$ cat src/rtl/ps2_pkg.sv
// Shared PS/2 scan-code constants, direction codes and FSM state types
// used by the keyboard front end and the digger/bullet blocks.
package ps2_pkg;

  localparam logic [7:0] SC_EXT   = 8'hE0;
  localparam logic [7:0] SC_BREAK = 8'hF0;
  localparam logic [7:0] SC_UP    = 8'h75;
  localparam logic [7:0] SC_DOWN  = 8'h72;
  localparam logic [7:0] SC_LEFT  = 8'h6B;
  localparam logic [7:0] SC_RIGHT = 8'h74;
  localparam logic [7:0] SC_SPACE = 8'h29;

  localparam logic [1:0] UP    = 2'b00;
  localparam logic [1:0] DOWN  = 2'b01;
  localparam logic [1:0] LEFT  = 2'b10;
  localparam logic [1:0] RIGHT = 2'b11;

  typedef enum logic [1:0] {RX_IDLE, RX_DATA, RX_PARITY, RX_STOP} rx_state_t;
  typedef enum logic [1:0] {SC_IDLE, SC_E0, SC_F0, SC_E0F0} sc_state_t;
  typedef enum logic [1:0] {ST_IDLE, ST_LOAD, ST_HIGH, ST_GAP} st_state_t;

  typedef struct packed {
    rx_state_t rx;
    sc_state_t sc;
    st_state_t st;
  } dbg_t;

  function automatic logic is_dir(input logic [7:0] code);
    return (code == SC_UP) || (code == SC_DOWN) ||
           (code == SC_LEFT) || (code == SC_RIGHT);
  endfunction

  function automatic logic [1:0] dir_of(input logic [7:0] code);
    case (code)
      SC_UP:   dir_of = UP;
      SC_DOWN: dir_of = DOWN;
      SC_LEFT: dir_of = LEFT;
      default: dir_of = RIGHT;
    endcase
  endfunction

endpackage

$ cat src/rtl/ps2_dir_decoder_if.sv
// Player-input output bundle: direction bus with sample strobe, fire and
// frame error pulses, plus FSM state for observation.
interface ps2_dir_decoder_if;
  import ps2_pkg::*;

  // Not a valid/ready channel: sample qualifies keyboard, fire and
  // frame_err are single-cycle pulses; the consumer cannot stall.
  logic [1:0] keyboard;
  logic       sample;
  logic       fire;
  logic       frame_err;
  dbg_t       dbg;

  modport master (output keyboard, sample, fire, frame_err, dbg);
  modport slave  (input  keyboard, sample, fire, frame_err, dbg);
endinterface

$ cat src/rtl/ps2_rx.sv
// PS/2 receiver: line synchronizers, clock glitch filter, 11-bit frame
// deframer with odd-parity check and mid-frame watchdog.
module ps2_rx
  import ps2_pkg::*;
#(
    parameter int FILTER_LEN = 4,
    parameter int TIMEOUT    = 50000
) (
    input  logic       clk,
    input  logic       rst,
    input  logic       ps2_clk,
    input  logic       ps2_data,
    output logic [7:0] rx_byte,
    output logic       byte_valid,
    output logic       frame_err,
    output rx_state_t  state_dbg
);

  localparam int FW = $clog2(FILTER_LEN) + 1;
  localparam int WW = $clog2(TIMEOUT) + 1;
  localparam logic [FW-1:0] FILT_LAST = FW'(FILTER_LEN - 1);
  localparam logic [WW-1:0] WD_LAST   = WW'(TIMEOUT - 1);

  logic clk_s1, clk_s2, data_s1, data_s2;
  logic filt_clk;
  logic [FW-1:0] filt_cnt;
  logic bit_event;

  rx_state_t state, state_n;
  logic [7:0] shift, shift_n;
  logic [2:0] bit_cnt, bit_cnt_n;
  logic par, par_n;
  logic [WW-1:0] wd, wd_n;
  logic valid_n, err_n;

  // Lines idle high, so synchronizers reset to 1 to avoid a fake edge.
  always_ff @(posedge clk) begin
    if (rst) begin
      clk_s1   <= 1'b1;
      clk_s2   <= 1'b1;
      data_s1  <= 1'b1;
      data_s2  <= 1'b1;
      filt_clk <= 1'b1;
      filt_cnt <= '0;
    end else begin
      clk_s1  <= ps2_clk;
      clk_s2  <= clk_s1;
      data_s1 <= ps2_data;
      data_s2 <= data_s1;
      if (clk_s2 != filt_clk) begin
        if (filt_cnt == FILT_LAST) begin
          filt_clk <= clk_s2;
          filt_cnt <= '0;
        end else begin
          filt_cnt <= filt_cnt + 1'b1;
        end
      end else begin
        filt_cnt <= '0;
      end
    end
  end

  assign bit_event = filt_clk && !clk_s2 && (filt_cnt == FILT_LAST);

  always_comb begin
    state_n   = state;
    shift_n   = shift;
    bit_cnt_n = bit_cnt;
    par_n     = par;
    wd_n      = wd;
    valid_n   = 1'b0;
    err_n     = 1'b0;
    if (state != RX_IDLE) wd_n = wd + 1'b1;
    if (bit_event) begin
      wd_n = '0;
      case (state)
        RX_IDLE: begin
          if (!data_s2) begin
            state_n   = RX_DATA;
            bit_cnt_n = '0;
          end else begin
            err_n = 1'b1;
          end
        end
        RX_DATA: begin
          shift_n   = {data_s2, shift[7:1]};
          bit_cnt_n = bit_cnt + 3'd1;
          if (bit_cnt == 3'd7) state_n = RX_PARITY;
        end
        RX_PARITY: begin
          par_n   = data_s2;
          state_n = RX_STOP;
        end
        RX_STOP: begin
          state_n = RX_IDLE;
          if (data_s2 && (^{shift, par})) valid_n = 1'b1;
          else                            err_n   = 1'b1;
        end
      endcase
    end else if ((state != RX_IDLE) && (wd == WD_LAST)) begin
      state_n = RX_IDLE;
      wd_n    = '0;
      err_n   = 1'b1;
    end
  end

  always_ff @(posedge clk) begin
    if (rst) begin
      state      <= RX_IDLE;
      shift      <= '0;
      bit_cnt    <= '0;
      par        <= 1'b0;
      wd         <= '0;
      byte_valid <= 1'b0;
      frame_err  <= 1'b0;
    end else begin
      state      <= state_n;
      shift      <= shift_n;
      bit_cnt    <= bit_cnt_n;
      par        <= par_n;
      wd         <= wd_n;
      byte_valid <= valid_n;
      frame_err  <= err_n;
    end
  end

  assign rx_byte   = shift;
  assign state_dbg = state;

endmodule

$ cat src/rtl/ps2_dir_decoder.sv
// Keyboard front end: decodes arrow/space make codes into the digger's
// direction bus with a sample strobe and a fire pulse.
module ps2_dir_decoder
  import ps2_pkg::*;
#(
    parameter int FILTER_LEN  = 4,
    parameter int TIMEOUT     = 50000,
    parameter int SAMPLE_HOLD = 4
) (
    input  logic clk,
    input  logic rst,
    input  logic ps2_clk,
    input  logic ps2_data,
    ps2_dir_decoder_if.master dir_bus
);

  localparam int HW = (SAMPLE_HOLD > 1) ? $clog2(SAMPLE_HOLD) : 1;
  localparam logic [HW-1:0] HOLD_LAST = HW'(SAMPLE_HOLD - 1);

  logic [7:0] rx_byte;
  logic       byte_valid;
  logic       rx_err;
  rx_state_t  rx_state;

  ps2_rx #(
      .FILTER_LEN(FILTER_LEN),
      .TIMEOUT   (TIMEOUT)
  ) u_rx (
      .clk       (clk),
      .rst       (rst),
      .ps2_clk   (ps2_clk),
      .ps2_data  (ps2_data),
      .rx_byte   (rx_byte),
      .byte_valid(byte_valid),
      .frame_err (rx_err),
      .state_dbg (rx_state)
  );

  sc_state_t sc, sc_n;
  logic fire_n, fire_q;
  logic dir_evt;
  logic [1:0] dir_code;

  always_comb begin
    sc_n     = sc;
    fire_n   = 1'b0;
    dir_evt  = 1'b0;
    dir_code = dir_of(rx_byte);
    if (byte_valid) begin
      case (sc)
        SC_IDLE: begin
          if (rx_byte == SC_EXT)        sc_n   = SC_E0;
          else if (rx_byte == SC_BREAK) sc_n   = SC_F0;
          else if (rx_byte == SC_SPACE) fire_n = 1'b1;
        end
        SC_E0: begin
          if (rx_byte == SC_EXT) begin
            sc_n = SC_E0;
          end else if (rx_byte == SC_BREAK) begin
            sc_n = SC_E0F0;
          end else begin
            sc_n    = SC_IDLE;
            dir_evt = is_dir(rx_byte);
          end
        end
        SC_F0, SC_E0F0: sc_n = SC_IDLE;
      endcase
    end
  end

  st_state_t st, st_n;
  logic [1:0] kb_q, kb_n;
  logic smp_q, smp_n;
  logic [HW-1:0] hold, hold_n;
  logic pend, pend_n;
  logic [1:0] pcode, pcode_n;

  // keyboard may only change while sample is low; events that arrive
  // once a strobe is committed wait in a one-deep, newest-wins slot.
  always_comb begin
    st_n    = st;
    kb_n    = kb_q;
    smp_n   = smp_q;
    hold_n  = hold;
    pend_n  = pend;
    pcode_n = pcode;
    case (st)
      ST_IDLE, ST_GAP: begin
        smp_n = 1'b0;
        st_n  = ST_IDLE;
        if (dir_evt) begin
          kb_n   = dir_code;
          pend_n = 1'b0;
          st_n   = ST_LOAD;
        end else if (pend) begin
          kb_n   = pcode;
          pend_n = 1'b0;
          st_n   = ST_LOAD;
        end
      end
      ST_LOAD: begin
        smp_n  = 1'b1;
        hold_n = '0;
        st_n   = ST_HIGH;
        if (dir_evt) begin
          pend_n  = 1'b1;
          pcode_n = dir_code;
        end
      end
      ST_HIGH: begin
        if (dir_evt) begin
          pend_n  = 1'b1;
          pcode_n = dir_code;
        end
        if (hold == HOLD_LAST) begin
          smp_n = 1'b0;
          st_n  = ST_GAP;
        end else begin
          hold_n = hold + 1'b1;
        end
      end
    endcase
  end

  always_ff @(posedge clk) begin
    if (rst) begin
      sc     <= SC_IDLE;
      fire_q <= 1'b0;
      st     <= ST_IDLE;
      kb_q   <= LEFT;
      smp_q  <= 1'b0;
      hold   <= '0;
      pend   <= 1'b0;
      pcode  <= LEFT;
    end else begin
      sc     <= sc_n;
      fire_q <= fire_n;
      st     <= st_n;
      kb_q   <= kb_n;
      smp_q  <= smp_n;
      hold   <= hold_n;
      pend   <= pend_n;
      pcode  <= pcode_n;
    end
  end

  assign dir_bus.keyboard  = kb_q;
  assign dir_bus.sample    = smp_q;
  assign dir_bus.fire      = fire_q;
  assign dir_bus.frame_err = rx_err;
  assign dir_bus.dbg       = '{rx: rx_state, sc: sc, st: st};

endmodule

$ cat src/flat_wrapper.sv
// flat-port wrapper written by rule: the top's interface ports become plain ports
module ps2_dir_decoder_flat import ps2_pkg::*;
#(
    parameter int FILTER_LEN  = 4,
    parameter int TIMEOUT     = 50000,
    parameter int SAMPLE_HOLD = 4
)
  (clk, rst, ps2_clk, ps2_data, dir_bus_keyboard, dir_bus_sample, dir_bus_fire, dir_bus_frame_err, dir_bus_dbg);
  ps2_dir_decoder_if dir_bus_i ();
  input  logic clk;
  input  logic rst;
  input  logic ps2_clk;
  input  logic ps2_data;
  output wire logic [$bits(dir_bus_i.keyboard)-1:0] dir_bus_keyboard;
  output wire logic [$bits(dir_bus_i.sample)-1:0] dir_bus_sample;
  output wire logic [$bits(dir_bus_i.fire)-1:0] dir_bus_fire;
  output wire logic [$bits(dir_bus_i.frame_err)-1:0] dir_bus_frame_err;
  output wire logic [$bits(dir_bus_i.dbg)-1:0] dir_bus_dbg;
  assign dir_bus_keyboard = dir_bus_i.keyboard;
  assign dir_bus_sample = dir_bus_i.sample;
  assign dir_bus_fire = dir_bus_i.fire;
  assign dir_bus_frame_err = dir_bus_i.frame_err;
  assign dir_bus_dbg = dir_bus_i.dbg;
  ps2_dir_decoder #(.FILTER_LEN(FILTER_LEN), .TIMEOUT(TIMEOUT), .SAMPLE_HOLD(SAMPLE_HOLD)) u_core (.clk(clk), .rst(rst), .ps2_clk(ps2_clk), .ps2_data(ps2_data), .dir_bus(dir_bus_i));
endmodule
$ cat config.mk
export PLATFORM = sky130hd
export DESIGN_NAME = ps2_dir_decoder_flat
export DESIGN_NICKNAME = d
export VERILOG_FILES = /design/src/rtl/ps2_pkg.sv /design/src/rtl/ps2_dir_decoder_if.sv /design/src/rtl/ps2_rx.sv /design/src/rtl/ps2_dir_decoder.sv /design/src/flat_wrapper.sv
export SDC_FILE = /design/constraint.sdc
export NUM_CORES = 1
export LEC_CHECK = 0
export ABC_AREA = 1
export CORE_MARGIN = 4
export CORE_UTILIZATION = 60
export CTS_BUF_LIST = sky130_fd_sc_hd__clkbuf_4 sky130_fd_sc_hd__clkbuf_8
export CTS_CLUSTER_SIZE = 28
export DETAILED_ROUTE_END_ITERATION = 10
export GPL_ROUTABILITY_DRIVEN = 0
export PLACE_DENSITY = 0.8
export SLEW_MARGIN = 25
export SYNTH_ARGS = -nofsm -noshare
export SYNTH_HDL_FRONTEND = slang
export SYNTH_HIERARCHICAL = 1
export SYNTH_SLANG_ARGS = --single-unit
$ cat constraint.sdc
create_clock -name clk -period 1.9 [get_ports clk]
set_input_delay 0.38 -clock clk [delete_from_list [all_inputs] [get_ports clk]]
set_output_delay 0.38 -clock clk [all_outputs]
set_load 0.05 [all_outputs]
==> results of run 1 <==
==> area by class of cell <==
type / instances / area (um2)
multi-input combinational: 269 / 1506
inverter: 64 / 240.2
timing repair buffer: 18 / 165.2
sequential: 54 / 1084
tap: 52 / 65.06
fill: 357 / 1331
clock inverter: 3 / 43.79
clock buffer: 5 / 68.82
==> metrics by stage <==
step,hold slack (ns),total power [uW]
after global routing,0.4354,2242
after floorplan,0.3895,1339
after CTS,0.4183,2176
final,0.4177,2157
after detailed placement,0.3937,1398
after global placement,0.3906,1395
==> registers in the layout, indices dropped and copies added (netlist names) <==
name	flops
u_core/dir_bus.fire	1
u_core/sc	2
u_core/pend	1
u_core/st	2
u_core/u_rx/data_s1	1
u_core/u_rx/filt_cnt	3
u_core/u_rx/par	1
u_core/u_rx/byte_valid	1
u_core/pcode	2
u_core/u_rx/state_dbg	2
u_core/u_rx/wd	17
u_core/u_rx/clk_s1	1
u_core/u_rx/clk_s2	1
u_core/u_rx/rx_byte	8
u_core/u_rx/frame_err	1
u_core/u_rx/data_s2	1
u_core/hold	2
u_core/u_rx/bit_cnt	3
u_core/dir_bus.sample	1
u_core/u_rx/filt_clk	1
u_core/dir_bus.keyboard	2
==> metal layers <==
| layer | vias up | GRT usage, % | routed length (um) | share of wire (%) |
|---|---|---|---|---|
| met4 | 0 | 6.940 | 129 | 2.4 |
| met2 | 43 | 32.73 | 2506 | 46 |
| met1 | 1054 | 24.75 | 2660 | 49 |
| met5 | - | 0 | 0 | 0 |
| met3 | 13 | 3.630 | 158 | 2.9 |
| li1 | 1286 | - | - | - |
==> power groups by stage <==
stage | Clock (uW) | Sequential (uW) | Combinational [uW]
global placement | 0 | 1200 | 196
detailed placement | 0 | 1200 | 199
finish | 788 | 1170 | 196
global route | 848 | 1180 | 218
floorplan | 0 | 1240 | 98.1
CTS | 803 | 1170 | 199
==> Yosys cell counts (6+ instances only) <==
library cell / instances
xor2_1: 6
nand2_2: 8
or2_2: 6
ha_1: 14
nor2_2: 9
inv_1: 59
nor2_1: 30
o21ai_0: 18
dfxtp_1: 54
nand2_1: 85
nor3_1: 7
a21oi_1: 32
nand3_1: 24
==> placed cells by master (no fill, tap or decap), drive strengths merged <==
master	count
inv	64
or2	6
clkdlybuf4s50	8
ha	14
o211ai	1
o31ai	1
bufinv	1
nor3	9
o21ai	19
a21oi	32
dfxtp	54
a31oi	2
o311ai	1
nor4	2
a21bo	1
nand3	30
nand4	3
o21a	1
xnor2	2
clkinv	2
nand2	97
nor2	42
buf	8
dlymetal6s2s	2
clkbuf	5
xor2	6
==> logic make-up (layout without fill, tap and decap cells) <==
kind of cell	count (synthesis)	in the layout	share of synthesized area (%)
AOI/OAI and AO/OA	58	58	10.89
and+or+nand+nor	189	189	33.03
DFF	54	54	37.65
adders and majority gates	14	14	6.100
buffers and inverters	69	90	9.891
xor gates and xnor gates	8	8	2.440
==> worst max-delay path by stage <==
stage	endpoint	slack (ns)	cells after the start
6_report	dir_bus_frame_err	0.04	1
3_3_place_gp	u_core/u_rx/wd[7]	0.29	8
3_5_place_dp	u_core/u_rx/wd[9]	0.19	8
2_1_floorplan	u_core/u_rx/wd[16]	0.10	10
4_1_cts	dir_bus_dbg[1]	0.006	1
5_1_grt	dir_bus_frame_err	0.01	1
==> qor.log, run 1 <==
[status] outcome complete, no violations
[timing] number of max-slew violations in the final report 0
[timing] Layout Skew 0.007264 ns
[logic_synthesis] cells after synthesis 392
[placement] placed instance area 3055 um2
[cts] buffers inserted during post-CTS setup optimization 0
[global_routing] largest net degree at the start of global routing 18
[timing] PnR worst setup slack 0.04401 ns
[global_routing] total congestion overflow after global routing 0
[timing] RSZ-0062 raised after global routing no
[placement] I/O Buffers 14
[worst_setup_path] largest stage delay on the critical path 0.81 ns
[power] sequential fraction of design power 54.3%
[worst_hold_path] Hold WC Path Type reg -> reg
[die] die height 77.18 um
[cts] Clk pin slew, worst setup/hold paths 0.10 ns
[worst_setup_path] data required time of the critical path 1.52 ns
[cts] CTS buffer count 5
[logic_synthesis] synthesized cell area 2872 um2
[route] detail-routed net length per standard cell 11.73 um
[route] vias after detailed routing 2396
[logic_synthesis] FF+latch count, synth 54
[global_routing] combined global-route utilization of all metal layers 19.45%
[power] part of the power in combinational logic 9.1%
[timing] number of hold-slack violations in the final timing report 0
[die] area enclosed by the die boundary 5957 um2
[logic_synthesis] dominant cells by area after synthesis dfxtp_1 (38%), nand2_1 (11%), inv_1 (7.7%)
[die] count of boundary I/O pins 15
[route] total wire length after detailed routing 5.455 mm
[finish] area added between synthesis and finish 10.50%
[cts] CTS max path bufs 2
[logic_synthesis] register area share after synthesis 37.65%
[finish] final cell count without fillers 465
[cts] total of cells resized after clock tree synthesis 0
[route] count of nets left with antenna violations after detail routing 0
[worst_setup_path] critical path fanouts, max 1
[placement] pre-CTS setup slack 0.1936 ns
[logic_synthesis] dominant register cell in the synthesized netlist dfxtp_1
[placement] count of placed standard cells including taps 457
[worst_setup_path] number of buffers and inverters on the critical path 1
[die] floorplan row count 24
[timing] tightest slew margin relative to the limit 66.06%
[worst_setup_path] cells on worst reg2reg path 8
[global_routing] number of global-route vias before repair 2203
[power] leakage power figure 0.001392 uW
[run] max-capacitance violation count 0
[logic_synthesis] Synth area leader dfxtp_1
[timing] final clock period utilization by the worst path 97.68%
[logic_synthesis] top cell type's share of synthesized area 37.65%
[timing] Slew @ Worst Pin 0.5075 ns
[die] starting utilization of the core area 63.75%
[cts] Hold Buf Count CTS 0
[power] NetSw 540.3 uW
[route] Iter 0 DRT Violations 119
[power] switching share of total power 25.05%
[route] Avg Vias per Cell 5.153
[logic_synthesis] post-synthesis async set-or-reset flop share 0%
[logic_synthesis] Yosys warnings 6
[worst_setup_path] Reg2Reg Launch Point u_core/u_rx/state_dbg[0]
[worst_hold_path] HP Start u_core/u_rx/clk_s1
[cts] clock tree root driver cell clkbuf_8
[power] highest ir drop seen on vdd 0.4143 mV
[cts] number of sinks on the clock net 54
[worst_setup_path] startpoint of the most critical setup path u_core/u_rx/frame_err
[global_routing] antenna violations before repair 0
[cts] clock tree from TritonCTS built
[worst_setup_path] kind of launch point of the worst setup path register
[timing] top achievable clock speed 0.5388 GHz
[worst_setup_path] endpoint class of the critical path output port
[logic_synthesis] Syn Nets 410
[worst_hold_path] endpoint of the worst hold path u_core/u_rx/clk_s2
[worst_setup_path] family with the most delay on the worst path buffers and inverters
[logic_synthesis] number of enable flip-flop cells after synthesis 0
[die] standard cell core area 4504 um2
[worst_setup_path] Slowest cell on crit path clkdlybuf4s50_1
[logic_synthesis] count of different cell masters after synthesis 36
[placement] detailed-placement wirelength estimate 4.113 mm
[cts] CTS H-Tree Depth 2
[worst_setup_path] register-to-register path setup slack 0.20 ns
[worst_setup_path] sequence of cells on the critical path clkdlybuf4s50_1
[finish] finished layout cell area 3173 um2
[finish] number of diodes 0
[power] power density over the cells 679.7 nW/um2
[route] number of detailed-routing iterations run before antenna repair 4
[route] DRC errors left 0
[finish] count of nets after finishing 430
[finish] layout cells sized above 1 15.25%
[global_routing] wire length of the first global-routing pass 9.618 mm
[die] width of the die 77.18 um
[logic_synthesis] mean area per synthesized cell 7.325 um2
[timing] setup violation total in the final timing report 0
[cts] latest clock arrival within the worst-skew pair 0.31 ns
[finish] post-layout util 70.44%
[worst_hold_path] Hold Crit Depth 1
[timing] sum of negative setup slack 0 ns
[timing] minimum period implied by the final worst setup slack 1.856 ns
[worst_setup_path] worst setup path class reg -> out
[worst_setup_path] endpoint of the worst-slack reg-to-reg timing path u_core/u_rx/wd[7]
[power] internal power 1617 uW
[power] portion of total power attributed to the clock network 36.5%
[worst_setup_path] Arr. time, crit path 1.48 ns
Power figures use the tool's default switching activity.
==> run 2, diff against run 1 <==
- SYNTH_HIERARCHICAL: 1 -> unset
==> qor.log, run 2 <==
[status] outcome complete, no violations
[route] total wire length after detailed routing 4.990 mm
[cts] CTS max path bufs 2
[cts] number of sinks on the clock net 54
[worst_setup_path] critical path fanouts, max 2
[power] power density over the cells 631.5 nW/um2
[die] floorplan row count 24
[cts] clock tree from TritonCTS built
[logic_synthesis] dominant register cell in the synthesized netlist dfxtp_1
[logic_synthesis] cells after synthesis 391
[worst_setup_path] endpoint class of the critical path output port
[power] NetSw 396.7 uW
[route] DRC errors left 0
[logic_synthesis] Syn Nets 408
[route] detail-routed net length per standard cell 10.75 um
[worst_setup_path] data required time of the critical path 1.52 ns
[logic_synthesis] Synth area leader dfxtp_1
[worst_setup_path] largest stage delay on the critical path 0.81 ns
[timing] Slew @ Worst Pin 0.5117 ns
[timing] Layout Skew 0.008126 ns
[die] area enclosed by the die boundary 5705 um2
[timing] number of max-slew violations in the final report 0
[finish] finished layout cell area 3073 um2
[route] Avg Vias per Cell 5.095
[cts] CTS H-Tree Depth 2
[logic_synthesis] count of different cell masters after synthesis 31
[logic_synthesis] Yosys warnings 0
[finish] number of diodes 0
[placement] placed instance area 2934 um2
[finish] post-layout util 70.09%
[placement] detailed-placement wirelength estimate 3.800 mm
[timing] top achievable clock speed 0.5447 GHz
[die] standard cell core area 4384 um2
[run] max-capacitance violation count 0
[finish] Largest register FFs 17
[worst_hold_path] Hold WC Path Type reg -> reg
[worst_setup_path] kind of launch point of the worst setup path register
[global_routing] number of global-route vias before repair 2115
[logic_synthesis] number of enable flip-flop cells after synthesis 0
[timing] RSZ-0062 raised after global routing no
[power] Power, Total 1941 uW
[power] internal power 1544 uW
[finish] largest register by flop count u_core.u_rx.wd
[worst_setup_path] Arr. time, crit path 1.46 ns
[logic_synthesis] FF+latch count, synth 54
[die] width of the die 75.53 um
[route] count of nets left with antenna violations after detail routing 0
[power] highest ir drop seen on vdd 0.5160 mV
[finish] most frequent cells in the layout nand2_1 (98), dfxtp_1 (52), inv_1 (50)
[logic_synthesis] synthesized cell area 2736 um2
[cts] Clk pin slew, worst setup/hold paths 0.10 ns
[global_routing] total congestion overflow after global routing 0
[cts] latest clock arrival within the worst-skew pair 0.31 ns
[logic_synthesis] count leader, synth nand2_1
[global_routing] wire length of the first global-routing pass 8.638 mm
[logic_synthesis] dominant cells by area after synthesis dfxtp_1 (40%), nand2_1 (14%), inv_1 (7.0%)
[worst_setup_path] worst setup path class reg -> out
[global_routing] antenna violations before repair 0
[logic_synthesis] mean area per synthesized cell 6.998 um2
[worst_setup_path] sequence of cells on the critical path clkdlybuf4s50_1
[timing] sum of negative setup slack 0 ns
[finish] area added between synthesis and finish 12.30%
[logic_synthesis] register area share after synthesis 39.51%
[logic_synthesis] most frequent cells after synthesis nand2_1 (99), dfxtp_1 (54), inv_1 (51)
[die] die height 75.53 um
[power] part of the power in combinational logic 2.2%
[timing] minimum period implied by the final worst setup slack 1.836 ns
[logic_synthesis] post-synthesis async set-or-reset flop share 0%
[placement] I/O Buffers 14
[timing] tightest slew margin relative to the limit 65.78%
[route] Iter 0 DRT Violations 115
[route] number of detailed-routing iterations run before antenna repair 4
[global_routing] largest net degree at the start of global routing 18
[cts] CTS buffer count 5
[timing] number of hold-slack violations in the final timing report 0
[finish] layout cells sized above 1 12.14%
[timing] setup violation total in the final timing report 0
[power] switching share of total power 20.44%
[global_routing] combined global-route utilization of all metal layers 19.15%
[cts] buffers inserted during post-CTS setup optimization 0
[route] vias after detailed routing 2364
[power] leakage power figure 0.001315 uW
[finish] most common cell after layout, fill and taps aside nand2_1
[worst_setup_path] family with the most delay on the worst path buffers and inverters
[power] portion of total power attributed to the clock network 39.3%
[worst_setup_path] Slowest cell on crit path clkdlybuf4s50_1
[logic_synthesis] top cell type's share of synthesized area 39.51%
[die] starting utilization of the core area 62.41%
[timing] final clock period utilization by the worst path 96.63%
[worst_setup_path] register-to-register path setup slack 0.20 ns
[die] count of boundary I/O pins 15
[power] sequential fraction of design power 58.5%
[finish] count of nets after finishing 428
[worst_setup_path] number of buffers and inverters on the critical path 1
[cts] clock tree root driver cell clkbuf_8
[run 2: cell count changes in the layout (fill, tap and decap cells not counted), moves of 2 or more]
cell	before	now
nand2_1	85	98
inv_1	59	50
nor2_1	30	35
nand2_2	8	5
nand3_2	4	1
xor2_1	6	3
clkinvlp_4	0	2
ha_1	14	12
nand3_1	24	26
o22ai_1	0	2
[run 2: worst paths after layout]
path,start,end,cells after the start
min reg2reg,u_core.u_rx.clk_s1,u_core.u_rx.clk_s2,1
max,u_core.dir_bus.keyboard[0],dir_bus_keyboard[0],1
min,u_core.u_rx.clk_s1,u_core.u_rx.clk_s2,1
max reg2reg,u_core.u_rx.state_dbg[0],u_core.u_rx.wd[15],12
[run 2: layout make-up]
type,instances,area [um2]
clock buffer,5,68.82
clock inverter,3,45.04
fill,380,1311
inverter,56,210.2
multi-input combinational,276,1433
sequential,54,1086
tap,52,65.06
timing repair buffer,18,165.2
[run 2: through the flow]
stage | setup WS [ns] | std cells | hold WS [ns]
final | 0.06396 | 464 | 0.4170
after global routing | 0.02493 | 464 | 0.4492
after CTS | 0.01361 | 464 | 0.4196
after detailed placement | 0.05951 | 456 | 0.3958
after global placement | 0.1515 | 456 | 0.3915
after floorplan | 0.07733 | 391 | 0.3895
[run 2: power groups by stage]
stage          Clock [uW]  Sequential [uW]  Combinational, uW
5_1_grt               828             1140               48.1
4_1_cts               795             1140               42.1
3_3_place_gp            0             1160               41.1
2_1_floorplan           0             1160               26.2
3_5_place_dp            0             1160               41.9
6_report              762             1140               42.9
[run 2: cells by family (layout without fill, tap and decap cells)]
kind of cell | count (synthesis) | in the layout | synth area share (%)
xor+xnor | 6 | 6 | 1.921
flops | 54 | 54 | 39.51
simple gates | 199 | 199 | 32.74
compound gates | 58 | 58 | 11.11
fa+ha+maj | 13 | 13 | 5.944
buf+inv | 61 | 82 | 8.778
[run 2: routing by layer]
layer,GRT usage [%],part of all wire (%)
met4,5.243,1.0
met3,3.694,3.3
met5,0,0
met1,25.26,51
met2,32.02,45
[run 2: repair_timing]
item,in CTS,in global routing
endpoints found under the hold margin,0,0
hold buffers,0,0
endpoints found under the setup margin,0,23
gates resized for setup,0,9
